File: src/rtl/alu_pkg.sv
// Shared types for the multi-cycle EX-stage ALU: op codes, FSM states, default width.
// The optional fast-shift build is selected with the EX_ALU_FAST_SHIFT_EN macro.
package alu_pkg;

  localparam int DATA_WIDTH_DEFAULT = 32;

  typedef enum logic [3:0] {
    OP_AND = 4'b0000,
    OP_OR  = 4'b0001,
    OP_ADD = 4'b0010,
    OP_SUB = 4'b0011,
    OP_SLL = 4'b0100,
    OP_SRL = 4'b0101,
    OP_SRA = 4'b0111,
    OP_BEQ = 4'b1000,
    OP_SLT = 4'b1100
  } alu_op_e;

  typedef enum logic {
    IDLE  = 1'b0,
    SHIFT = 1'b1
  } ex_alu_state_e;

  function automatic logic is_shift_op(input logic [3:0] op);
    return (op == OP_SLL) || (op == OP_SRL) || (op == OP_SRA);
  endfunction

endpackage

File: src/rtl/ex_alu_multicycle_serial_shifter.sv
// One-bit-per-cycle shifter: holds the operand and op, counts the remaining shifts
// down, and flags the cycle whose shift produces the final value.
module serial_shifter
  import alu_pkg::*;
#(
  parameter int DATA_WIDTH = DATA_WIDTH_DEFAULT,
  parameter int SHW        = $clog2(DATA_WIDTH)
) (
  input  logic                  clk,
  input  logic                  reset,
  input  logic                  load,
  input  alu_op_e               op_in,
  input  logic [DATA_WIDTH-1:0] data_in,
  input  logic [SHW-1:0]        shamt_in,
  output logic [DATA_WIDTH-1:0] data_next,
  output logic                  done
);

  logic [DATA_WIDTH-1:0] shift_q, shift_d;
  logic [SHW-1:0]        count_q, count_d;
  alu_op_e               op_q, op_d;

  always_comb begin
    case (op_q)
      OP_SLL:  data_next = {shift_q[DATA_WIDTH-2:0], 1'b0};
      OP_SRA:  data_next = {shift_q[DATA_WIDTH-1], shift_q[DATA_WIDTH-1:1]};
      default: data_next = {1'b0, shift_q[DATA_WIDTH-1:1]};
    endcase
  end

  // The edge that sees count==1 performs the last shift; data_next is the result.
  assign done = (count_q == SHW'(1));

  always_comb begin
    shift_d = shift_q;
    count_d = count_q;
    op_d    = op_q;
    if (load) begin
      shift_d = data_in;
      count_d = shamt_in;
      op_d    = op_in;
    end else if (count_q != '0) begin
      shift_d = data_next;
      count_d = count_q - SHW'(1);
    end
  end

  always_ff @(posedge clk or posedge reset) begin
    if (reset) begin
      shift_q <= '0;
      count_q <= '0;
      op_q    <= OP_AND;
    end else begin
      shift_q <= shift_d;
      count_q <= count_d;
      op_q    <= op_d;
    end
  end

endmodule

File: src/rtl/ex_alu_multicycle.sv
// EX-stage ALU with registered result and valid/ready handshake. Shifts iterate one
// bit per cycle unless EX_ALU_FAST_SHIFT_EN selects a single-cycle barrel shifter.
module ex_alu_multicycle
  import alu_pkg::*;
#(
  parameter int DATA_WIDTH = DATA_WIDTH_DEFAULT,
  parameter int SHW        = $clog2(DATA_WIDTH)
) (
  input  logic                  clk,
  input  logic                  reset,
  input  logic                  in_valid,
  output logic                  in_ready,
  input  logic [3:0]            Operation,
  input  logic [DATA_WIDTH-1:0] SrcA,
  input  logic [DATA_WIDTH-1:0] SrcB,
  output logic                  result_valid,
  output logic [DATA_WIDTH-1:0] ALUResult,
  output logic                  Zero
);

  logic [DATA_WIDTH-1:0] result_q, result_d;
  logic                  result_valid_q, result_valid_d;
  logic [DATA_WIDTH-1:0] alu_result;
  logic [SHW-1:0]        shamt;

  assign shamt = SrcB[SHW-1:0];

  always_comb begin
    alu_result = '0;
    case (Operation)
      OP_AND: alu_result = SrcA & SrcB;
      OP_OR:  alu_result = SrcA | SrcB;
      OP_ADD: alu_result = SrcA + SrcB;
      OP_SUB: alu_result = SrcA - SrcB;
      OP_BEQ: alu_result = {{(DATA_WIDTH-1){1'b0}}, (SrcA == SrcB)};
      OP_SLT: alu_result = {{(DATA_WIDTH-1){1'b0}}, ($signed(SrcA) < $signed(SrcB))};
`ifdef EX_ALU_FAST_SHIFT_EN
      OP_SLL: alu_result = SrcA << shamt;
      OP_SRL: alu_result = SrcA >> shamt;
      OP_SRA: alu_result = $signed(SrcA) >>> shamt;
`else
      // Only reached with shamt==0 here; nonzero amounts go through the serial shifter.
      OP_SLL, OP_SRL, OP_SRA: alu_result = SrcA;
`endif
      default: alu_result = '0;
    endcase
  end

`ifdef EX_ALU_FAST_SHIFT_EN

  assign in_ready = 1'b1;

  always_comb begin
    result_d       = result_q;
    result_valid_d = 1'b0;
    if (in_valid) begin
      result_d       = alu_result;
      result_valid_d = 1'b1;
    end
  end

  always_ff @(posedge clk or posedge reset) begin
    if (reset) begin
      result_q       <= '0;
      result_valid_q <= 1'b0;
    end else begin
      result_q       <= result_d;
      result_valid_q <= result_valid_d;
    end
  end

`else

  ex_alu_state_e         state_q, state_d;
  logic                  shift_load;
  logic                  shift_done;
  logic [DATA_WIDTH-1:0] shift_result;

  assign in_ready   = (state_q == IDLE);
  assign shift_load = in_valid && in_ready && is_shift_op(Operation) && (shamt != '0);

  serial_shifter #(
    .DATA_WIDTH(DATA_WIDTH),
    .SHW       (SHW)
  ) u_serial_shifter (
    .clk      (clk),
    .reset    (reset),
    .load     (shift_load),
    .op_in    (alu_op_e'(Operation)),
    .data_in  (SrcA),
    .shamt_in (shamt),
    .data_next(shift_result),
    .done     (shift_done)
  );

  always_comb begin
    state_d        = state_q;
    result_d       = result_q;
    result_valid_d = 1'b0;
    case (state_q)
      IDLE: begin
        if (in_valid) begin
          if (shift_load) begin
            state_d = SHIFT;
          end else begin
            result_d       = alu_result;
            result_valid_d = 1'b1;
          end
        end
      end
      SHIFT: begin
        if (shift_done) begin
          result_d       = shift_result;
          result_valid_d = 1'b1;
          state_d        = IDLE;
        end
      end
      default: state_d = IDLE;
    endcase
  end

  always_ff @(posedge clk or posedge reset) begin
    if (reset) begin
      state_q        <= IDLE;
      result_q       <= '0;
      result_valid_q <= 1'b0;
    end else begin
      state_q        <= state_d;
      result_q       <= result_d;
      result_valid_q <= result_valid_d;
    end
  end

`endif

  assign result_valid = result_valid_q;
  assign ALUResult    = result_q;
  assign Zero         = (result_q == '0);

endmodule

File: config.mk
export PLATFORM = sky130hd
export DESIGN_NAME = ex_alu_multicycle
export DESIGN_NICKNAME = d
export VERILOG_FILES = /design/src/rtl/alu_pkg.sv /design/src/rtl/ex_alu_multicycle_serial_shifter.sv /design/src/rtl/ex_alu_multicycle.sv
export SDC_FILE = /design/constraint.sdc
export NUM_CORES = 1
export LEC_CHECK = 0
export BUFFER_PORTS_ARGS = -buffer_cell sky130_fd_sc_hd__buf_2
export CAP_MARGIN = 15
export CORE_MARGIN = 1.5
export CORE_UTILIZATION = 25
export CTS_CLUSTER_DIAMETER = 50
export DETAILED_ROUTE_END_ITERATION = 12
export GPL_ROUTABILITY_DRIVEN = 1
export GPL_TIMING_DRIVEN = 0
export PLACE_DENSITY = 0.41
export SYNTH_ARGS = -nofsm -noshare
export SYNTH_HDL_FRONTEND = slang
export SYNTH_SLANG_ARGS = --single-unit
File: constraint.sdc
create_clock -name clk -period 3.7 [get_ports clk]
set_clock_uncertainty 0.1 [all_clocks]
set_input_delay 0 -clock clk [delete_from_list [all_inputs] [get_ports clk]]
set_output_delay 0 -clock clk [all_outputs]
set_load 0.05 [all_outputs]
==> results of run 1 <==
-- worst max-delay path: cells and delay by family --
family,cells,cell delay (ns)
AOI/OAI and AO/OA,5,1.36
xor gates and xnor gates,1,0.17
adders and majority gates,1,0.28
buffers and inverters,4,1.02
muxes,1,0.17
and+or+nand+nor,3,0.72
-- Yosys cell counts (4+ instances only) --
| master | count |
|---|---|
| a211oi_1 | 8 |
| a21o_1 | 12 |
| a21oi_1 | 152 |
| a221o_1 | 10 |
| a221oi_1 | 16 |
| a22oi_1 | 27 |
| a31oi_1 | 12 |
| and2_1 | 6 |
| and3_1 | 10 |
| buf_1 | 11 |
| buf_2 | 7 |
| clkbuf_1 | 46 |
| clkinv_1 | 5 |
| dfrtp_1 | 75 |
| ha_1 | 102 |
| inv_1 | 101 |
| mux2_2 | 8 |
| mux2i_1 | 38 |
| nand2_1 | 53 |
| nand2b_1 | 10 |
| nand3_1 | 16 |
| nand4_1 | 14 |
| nor2_1 | 137 |
| nor2b_1 | 10 |
| nor3_1 | 30 |
| nor4_1 | 19 |
| o2111ai_1 | 6 |
| o211ai_1 | 13 |
| o21a_1 | 10 |
| o21ai_0 | 53 |
| o21ai_1 | 4 |
| o21bai_1 | 13 |
| o221ai_1 | 14 |
| o22ai_1 | 4 |
| o311ai_0 | 4 |
| o31ai_1 | 16 |
| or2_2 | 6 |
| or3_1 | 5 |
| xnor2_1 | 26 |
-- where the power goes --
part	switching [W]	leakage, nW	internal (W)
combinational	0.00252	3.66	0.00122
clock	0.000348	0.141	0.000541
sequential	0.000371	0.892	0.00123
total	0.00324	4.69	0.00299
-- kinds of logic after synthesis --
family	after synthesis	share of synthesized area, %
flops	75	21.3
simple gates	328	17.7
xor+xnor	29	2.88
fa+ha+maj	104	14.9
mux	46	5.34
buf+inv	170	7.35
compound gates	408	30.5
-- cell usage in the layout (no fill, tap or decap), types with 10 or more instances in the layout --
master	netlist	layout
dlygate4sd3_1	0	38
a31oi_1	12	12
nand4_1	14	14
nand2b_1	10	10
o21ai_0	53	53
clkbuf_1	46	49
o21a_1	10	10
buf_1	11	11
nor2_1	137	137
and3_1	10	10
a221o_1	10	10
xnor2_1	26	26
buf_2	7	112
o221ai_1	14	12
o211ai_1	13	13
a22oi_1	27	27
o21bai_1	13	13
mux2i_1	38	38
dfrtp_1	75	75
nor4_1	19	18
nor2b_1	10	10
o31ai_1	16	15
inv_1	101	100
nand2_1	53	53
a21oi_1	152	150
a21o_1	12	12
nand3_1	16	16
ha_1	102	100
nor3_1	30	29
a221oi_1	16	16
-- cell type report --
| class | instances | area (um^2) | share of cell area [%] |
|---|---|---|---|
| plain buffers | 64 | 250 | 2.35 |
| clock buffers | 14 | 254 | 2.38 |
| clock inverters | 2 | 35.0 | 0.329 |
| inverters | 106 | 400 | 3.76 |
| multi-input cells | 915 | 6350 | 59.5 |
| flip-flops and latches | 75 | 1880 | 17.6 |
| well taps | 455 | 569 | 5.34 |
| repair buffers | 144 | 926 | 8.69 |
-- how the worst min path moves through the flow --
stage	from	end
finish	SrcB[1]	u_serial_shifter.count_q[1]
floorplan	SrcB[2]	u_serial_shifter.count_q[2]
CTS	SrcB[1]	u_serial_shifter.count_q[1]
detailed placement	reset	u_serial_shifter.shift_q[27]
global placement	SrcA[0]	u_serial_shifter.shift_q[0]
global route	SrcB[1]	u_serial_shifter.count_q[1]
-- stage by stage --
step	cells	utilization, %	TNS (ns)	worst slack, ns
final	1775	30.8	0	0.110
after floorplan	1160	-	0	0.975
after global placement	1720	28.6	-0.186	-0.169
after global routing	1775	30.8	-0.00617	-0.00617
after detailed placement	1721	28.7	-0.121	-0.121
after CTS	1775	30.6	0	0.0252
-- per-layer routing --
layer | part of all wire (%) | GRT usage, % | wire [um] | vias up
li1 | - | - | - | 4535
met1 | 47 | 31.6 | 19700 | 4619
met2 | 45 | 36.6 | 19000 | 327
met3 | 5.7 | 3.70 | 2420 | 55
met4 | 2.6 | 7.39 | 1080 | 0
met5 | 0 | 0 | 0 | -
-- sequential cells by signal, indices dropped and copies added (netlist names) --
register / flops
ALUResult: 32
result_valid: 1
state_q: 1
u_serial_shifter.count_q: 5
u_serial_shifter.op_q: 4
u_serial_shifter.shift_q: 32
-- repair_timing --
item | 4_1_cts | 5_1_grt
hold buffers | 38 | 0
endpoints found under the hold margin | 75 | 0
setup endpoints to repair | 0 | 40
resized for setup | 0 | 16
==> impl_metrics.toml, run 1 <==
[clocking]
clock_latency_ns = 0.35
cts_htree_levels = 3
cts_buffers = 9
path_clk_slew_ns = 0.06
post_cts_buffers = 0
cts_root_buf = "clkbuf_16"
cts_tree = "yes"
clk_path_buf_depth = 2
cts_sinks = 75

[placed_design]
hpwl_um = 33800
port_buffers = 105
routabilityCongestion = 0.894
place_area_um2 = 9920

[worst_hold_path]
hold_depth = 3
holdCritPathClass = "primary input to flip-flop"

[synthesis]
synth_area_um2 = 8810
ys_seq_area_share_pct = 21.3
syn-num-nets = 1335
avgSynthCellArea_um2 = 7.59
netlist.area_leader.share_pct = 21.3
synth_top_area_cell = "dfrtp_1"
ys_types = 72
synth_warnings = 0
ys_ff_latch = 75
async_flop_share_pct = 100
synth_cells = 1160
yosys-top-cells-area = "dfrtp_1, ha_1, a21oi_1"
synth_edf_count = 0
synthFlopType = "dfrtp_1"

[timing]
holdWs_ns = 0.0308
finalSetupViolCount = 0
slew_viol_final = 0
max_freq_mhz = 279
finalHoldViolCount = 0
fin_crit_ns = 3.59
relSlewSlack_pct = 29.0
period_share_pct = 97.0
worst_pin_slew_ns = 1.06

[worst_setup_path]
worstPathArrival_ns = 3.73
r2r_end = "ALUResult[16]"
critPathCaptureType = "flip-flop"
r2r_cells = 8
cp_slowest_cell = "dlygate4sd3_1"
critical_path_class = "primary input to flip-flop"
r2r_start = "u_serial_shifter.op_q[3]"
path_cells = "dlygate4sd3_1 > buf_2 > inv_1 > ha_1 > buf_2 > nand3_1 > or4_1 > a21oi_2 > nor3_4 > o41ai_4 > mux2i_1 > xnor2_1 > a21oi_1 > o221ai_1 > o21a_1"
endpoint = "ALUResult[19]"
cp_common_cell = "buf_2"
cp.required_ns = 3.84
cp-startpoint = "SrcA[13]"
path_max_fanout = 10
crit_path_max_incr_delay_ns = 0.53
r2r_setup_slack_ns = 0.16
cp-start-kind = "primary input"

[route]
drt_iter0_markers = 935
wl_um = 42200
vias = 9536
wl_per_cell_um = 23.8
drt_pre_antenna_iters = 5
drc_errors = 0
drtAntennaViolNets = 0
via_per_inst = 5.37

[global_route]
grt_pass1_vias = 9446
grt.total_usage_pct = 23.0
grt_overflow_total = 0
grt_max_degree = 40
antenna_found_initial = 0
grt_pass1_wl_um = 61600

[floorplanning]
design.core.area_um2 = 34600
die_x_um = 191
initial_core_util_pct = 25.4
die_y_um = 191
std_cell_rows = 68
die-area_um2 = 36400
ioPinCount = 106

[power_and_ir_drop]
p_leak_nw = 4.69
p_per_area_nw_per_um2 = 585
ir_drop_mv = 0.390
p_total_w = 0.00623

[cells_and_area]
nets = 1490
area_growth_pct = 21.0
diodes = 0
final_area_um2 = 10700
fill_cells = 3809
drive_gt1_share_pct = 12.5

[run]
max-cap-violations = 0

[outcome]
status = "complete, no violations"
Power figures use the tool's default switching activity.
==> run 2: changes to the inputs <==
--- a/config.mk
+++ b/config.mk
@@ -14,6 +14,7 @@
 export GPL_ROUTABILITY_DRIVEN = 1
 export GPL_TIMING_DRIVEN = 0
 export PLACE_DENSITY = 0.41
+export RECOVER_POWER = 25
 export SYNTH_ARGS = -nofsm -noshare
 export SYNTH_HDL_FRONTEND = slang
 export SYNTH_SLANG_ARGS = --single-unit
==> impl_metrics.toml, run 2 (synthesis gave the netlist of run 1 again) <==
[outcome]
status = "finished, violations left"
violations = "max-capacitance violations, max-slew violations"

[floorplanning]
initial_core_util_pct = 25.4
ioPinCount = 106
die-area_um2 = 36400
std_cell_rows = 68
die_x_um = 191
die_y_um = 191
design.core.area_um2 = 34600

[clocking]
clk_path_buf_depth = 2
cts_buffers = 9
cts_sinks = 75
post_cts_buffers = 0
cts_root_buf = "clkbuf_16"
clock_latency_ns = 0.35
path_clk_slew_ns = 0.06
cts_tree = "yes"
cts_htree_levels = 3

[power_and_ir_drop]
ir_drop_mv = 0.390
switching_share_pct = 52.0
p_per_area_nw_per_um2 = 586
clkPwrFrac_pct = 14.3
p_seq_share_pct = 25.7
pwr-share-comb_pct = 60.1
power_switching_w = 0.00324
p_int_w = 0.00299
p_leak_nw = 4.68

[route]
wl_per_cell_um = 23.8
via_per_inst = 5.37
wl_um = 42200
drt_iter0_markers = 935
vias = 9528
drtAntennaViolNets = 0
drt_pre_antenna_iters = 5
drc_errors = 0

[worst_setup_path]
worstPathArrival_ns = 3.72
critPathCaptureType = "flip-flop"
cp_slowest_cell = "dlygate4sd3_1"
cp.required_ns = 3.84
critical_path_class = "primary input to flip-flop"
crit_path_max_incr_delay_ns = 0.53
cp_common_cell = "buf_2"
cp-startpoint = "SrcA[13]"
r2r_cells = 8
r2r_start = "u_serial_shifter.op_q[3]"
path_max_fanout = 10
path_cells = "dlygate4sd3_1 > buf_2 > inv_1 > ha_1 > buf_2 > nand3_1 > or4_1 > a21oi_2 > nor3_4 > o41ai_4 > mux2i_1 > xnor2_1 > a21oi_1 > o221ai_1 > o21a_1"
cp-start-kind = "primary input"

[global_route]
antenna_found_initial = 0
grt_pass1_vias = 9446
grt_max_degree = 40
grt_pass1_wl_um = 61600
grt.total_usage_pct = 23.0
grt_overflow_total = 0

[cells_and_area]
drive_gt1_share_pct = 12.3
post-route-util_pct = 30.7
seq_area_um2 = 1880
nets = 1490
multiInputGateArea_um2 = 6350
layoutNonFillerInstCount = 1775
area_growth_pct = 20.8
fill_cells = 3811
layout_common_cells = "a21oi_1, nor2_1, buf_2"
diodes = 0
final_common_cell = "a21oi_1"

[worst_hold_path]
holdCritPathClass = "primary input to flip-flop"
min-delay-start = "SrcB[1]"
hold_depth = 3

[timing]
period_share_pct = 96.9
slew_viol_final = 40
finalHoldViolCount = 0
postLayoutSetupSlackWorst_ns = 0.114
max_freq_mhz = 279
worst_pin_slew_ns = 1.80
finalSetupViolCount = 0
holdWs_ns = 0.0308
relSlewSlack_pct = -20.6
fin_crit_ns = 3.59

[placed_design]
dp_cells = 1721
hpwl_um = 33800
place_ws_ns = -0.121
routabilityCongestion = 0.894
port_buffers = 105

[run]
max-cap-violations = 1
run 2: changes by cell type in the layout (fill, tap and decap cells not counted):
cell and change:
buf_12 -1, inv_4 -1, clkinvlp_2 +1, clkbuf_1 +2, buf_2 -2, clkbuf_2 +1
run 2: final cells by class:
class / instances / share of cell area (%)
flip-flops and latches: 75 / 17.6
repair buffers: 144 / 8.54
plain buffers: 64 / 2.35
clock inverters: 2 / 0.329
multi-input cells: 915 / 59.6
well taps: 455 / 5.35
inverters: 106 / 3.75
clock buffers: 14 / 2.39
run 2: final timing paths:
kind                                                      to  slack [ns]
worst max-delay path                           ALUResult[19]        0.11
worst min-delay path             u_serial_shifter.count_q[1]        0.03
worst max register to register                 ALUResult[16]        0.16
worst min register to register      u_serial_shifter.op_q[2]        0.39
max in group asynchronous        u_serial_shifter.shift_q[5]        1.28
min in group asynchronous       u_serial_shifter.shift_q[27]        0.55
run 2: power by group through the flow:
stage | clock [W] | sequential [W] | combinational, W
2_1_floorplan | 0 | 0.00208 | 0.00202
3_3_place_gp | 0 | 0.00162 | 0.00366
3_5_place_dp | 0 | 0.00162 | 0.00367
4_1_cts | 0.000902 | 0.00161 | 0.00371
5_1_grt | 0.000932 | 0.00166 | 0.00405
6_report | 0.000890 | 0.00160 | 0.00374
run 2: per-layer routing:
metal / vias to the layer above / global-route usage, % / part of all wire (%)
met5: - / 0 / 0
met4: 0 / 7.39 / 2.6
met3: 56 / 3.70 / 5.9
met2: 336 / 36.6 / 45
met1: 4602 / 31.6 / 47
li1: 4534 / - / -
run 2: repair_timing:
item                                    CTS  global route
hold buffers                             38             0
gates resized for setup                   0            16
endpoints found under the setup margin    0            40
hold endpoints to repair                 75             0
run 2: worst max-delay path: cells and delay by family:
family,cells,cell delay [ns]
AOI/OAI and AO/OA,5,1.36
adders and majority gates,1,0.28
xor gates and xnor gates,1,0.17
buffers and inverters,4,1.02
muxes,1,0.17
and+or+nand+nor,3,0.72
run 2: per-stage QoR:
stage | TNS [ns] | total power [W] | area, um^2
global route | -0.00617 | 0.00665 | 10600
finish | 0 | 0.00623 | 10600
CTS | 0 | 0.00622 | 10600
global placement | -0.186 | 0.00528 | 9900
detailed placement | -0.121 | 0.00528 | 9920
floorplan | 0 | 0.00410 | 8810
==> run 3: changes to the inputs <==
--- a/config.mk
+++ b/config.mk
@@ -5,6 +5,7 @@
 export SDC_FILE = /design/constraint.sdc
 export NUM_CORES = 1
 export LEC_CHECK = 0
+export ABC_AREA = 1
 export BUFFER_PORTS_ARGS = -buffer_cell sky130_fd_sc_hd__buf_2
 export CAP_MARGIN = 15
 export CORE_MARGIN = 1.5
@@ -13,8 +14,7 @@
 export DETAILED_ROUTE_END_ITERATION = 12
 export GPL_ROUTABILITY_DRIVEN = 1
 export GPL_TIMING_DRIVEN = 0
-export PLACE_DENSITY = 0.41
-export RECOVER_POWER = 25
+export PLACE_DENSITY = 0.4
 export SYNTH_ARGS = -nofsm -noshare
 export SYNTH_HDL_FRONTEND = slang
 export SYNTH_SLANG_ARGS = --single-unit
==> impl_metrics.toml, run 3 <==
[floorplanning]
die_x_um = 207
std_cell_rows = 74
design.core.area_um2 = 40900
die-area_um2 = 42800
initial_core_util_pct = 25.4
ioPinCount = 106
die_y_um = 207

[power_and_ir_drop]
ir_drop_mv = 0.239
p_per_area_nw_per_um2 = 481
p_int_w = 0.00263
switching_share_pct = 54.9
p_seq_share_pct = 25.6
p_total_w = 0.00583
clkPwrFrac_pct = 14.2
pwr-share-comb_pct = 60.2
p_leak_nw = 6.75
power_switching_w = 0.00320

[synthesis]
synth_top_family_by_area = "simple AND/OR/NAND/NOR gates"
synth_xor_area_share_pct = 0.253
ys_ff_latch = 75
netlist.area_leader.share_pct = 22.9
synth_warnings = 0
synthMuxAreaShare_pct = 0
synthAdderAreaFrac_pct = 12.7
synth_area_um2 = 10400
ys_seq_area_share_pct = 18.1
synth_top_area_cell = "nand2_1"
synth_cells = 1826
avgSynthCellArea_um2 = 5.69
syn-num-nets = 2001
async_flop_share_pct = 100
ys_types = 45
synthMostInstantiatedCell = "nand2_1"
yosys-top-cells-area = "nand2_1, dfrtp_1, ha_1"
synth_edf_count = 0
synthFlopType = "dfrtp_1"
synth-simple-area-share_pct = 40.9
synthTopCellsByCount = "nand2_1, inv_1, nand3_1"
synth-compound-area-share_pct = 12.7

[route]
drt_pre_antenna_iters = 6
drtAntennaViolNets = 0
vias = 11900
wl_per_cell_um = 18.8
drt_iter0_markers = 813
drc_errors = 0
via_per_inst = 4.76
wl_um = 47000

[placed_design]
port_buffers = 105
routabilityCongestion = 0.888
hpwl_um = 39400

[clocking]
cts_buffers = 9
cts_htree_levels = 3
clock_latency_ns = 0.35
cts_sinks = 75
cts_root_buf = "clkbuf_16"
post_cts_buffers = 0
clk_path_buf_depth = 2
path_clk_slew_ns = 0.06
cts_tree = "yes"

[timing]
relSlewSlack_pct = 32.4
finalHoldViolCount = 0
period_share_pct = 80.3
fin_crit_ns = 2.97
worst_pin_slew_ns = 1.01
slew_viol_final = 0
grt_setup_unrepaired = "false"
finalSetupTns_ns = 0
holdWs_ns = 0.00469
max_freq_mhz = 337
finalSetupViolCount = 0

[worst_setup_path]
critical_path_buf_inv_count = 4
path_cells = "dlygate4sd3_1 > buf_2 > ha_1 > inv_1 > fa_1 > inv_1 > nand3_1 > nand3_2 > nand2_1 > nand2_1 > nand2_1 > nand3_1 > o221ai_1 > o21ai_0 > a31oi_1"
cp.required_ns = 3.80
worstPathArrival_ns = 3.07
critical_path_class = "primary input to flip-flop"
cp_common_cell = "nand2_1"
cp_slowest_cell = "dlygate4sd3_1"
path_max_fanout = 5
critPathCaptureType = "flip-flop"
crit_path_max_incr_delay_ns = 0.53
cp-start-kind = "primary input"
crit_family = "buffers and inverters"

[cells_and_area]
drive_gt1_share_pct = 9.84
post-route-util_pct = 29.6
final_common_cell = "nand2_1"
layout_common_cells = "nand2_1, inv_1, nand3_1"
diodes = 0
fill_cells = 4773
nets = 2141
area_growth_pct = 16.6

[global_route]
grt_max_degree = 53
grt_pass1_wl_um = 69400
grt_overflow_total = 0
grt.total_usage_pct = 22.0
grt_pass1_vias = 11200
antenna_found_initial = 0

[run]
max-cap-violations = 0

[worst_hold_path]
holdCritPathClass = "primary input to flip-flop"

[outcome]
status = "complete, no violations"
-- run 3: per-layer routing --
layer,vias up,share of wire (%),GRT usage (%)
li1,6025,-,-
met4,0,1.7,5.16
met1,5568,49,31.7
met3,38,4.0,1.26
met2,276,45,36.0
met5,-,0,0
-- run 3: final cells by class --
type | count | area [um^2] | share of cell area (%)
buffer | 69 | 357 | 2.94
tap | 532 | 666 | 5.49
timing repair buffer | 129 | 783 | 6.46
multi-input combinational | 1350 | 6910 | 57.0
sequential | 75 | 1880 | 15.5
clock inverter | 4 | 26.3 | 0.217
clock buffer | 12 | 246 | 2.03
inverter | 332 | 1250 | 10.3
-- run 3: path summary, 6_finish.rpt --
kind | startpoint | to | slack [ns] | cells past startpoint
worst max-delay path | SrcB[0] | ALUResult[6] | 0.73 | 15
worst min-delay path | SrcA[15] | u_serial_shifter.shift_q[15] | 0.005 | 3
worst max register to register | state_q | u_serial_shifter.shift_q[20] | 1.44 | 9
worst min register to register | ALUResult[18] | ALUResult[18] | 0.43 | 2
max in group asynchronous | reset | u_serial_shifter.shift_q[4] | 2.83 | 4
min in group asynchronous | reset | ALUResult[27] | 0.08 | 3
-- run 3: stage by stage --
step | std cells | setup WS (ns) | cell area [um^2]
floorplan | 1826 | 1.69 | 10400
global placement | 2463 | 0.452 | 11600
detailed placement | 2464 | 0.975 | 11600
CTS | 2503 | 0.786 | 12100
global route | 2503 | 0.529 | 12100
finish | 2503 | 0.729 | 12100
-- run 3: power groups by stage --
stage / sequential [W] / clock, W / combinational [W]
finish: 0.00149 / 0.000828 / 0.00351
global route: 0.00154 / 0.000888 / 0.00387
CTS: 0.00150 / 0.000854 / 0.00352
detailed placement: 0.00151 / 0 / 0.00349
global placement: 0.00150 / 0 / 0.00347
floorplan: 0.00207 / 0 / 0.00183
-- run 3: repair_timing --
item / in CTS / in global routing
hold buffers: 23 / 0
endpoints found under the hold margin: 97 / 0
resized for setup: 0 / 0
-- run 3: cell families after synthesis --
kind of cell    Yosys count
flops                    75
simple gates           1019
compound gates          224
buf+inv                 401
xor+xnor                  3
fa+ha+maj               104
-- run 3: tightest hold or removal path, delay by kind of cell --
family                 cells  cell delay (ns)
AO/OA/AOI/OAI              1             0.19
buffers and inverters      2             0.22
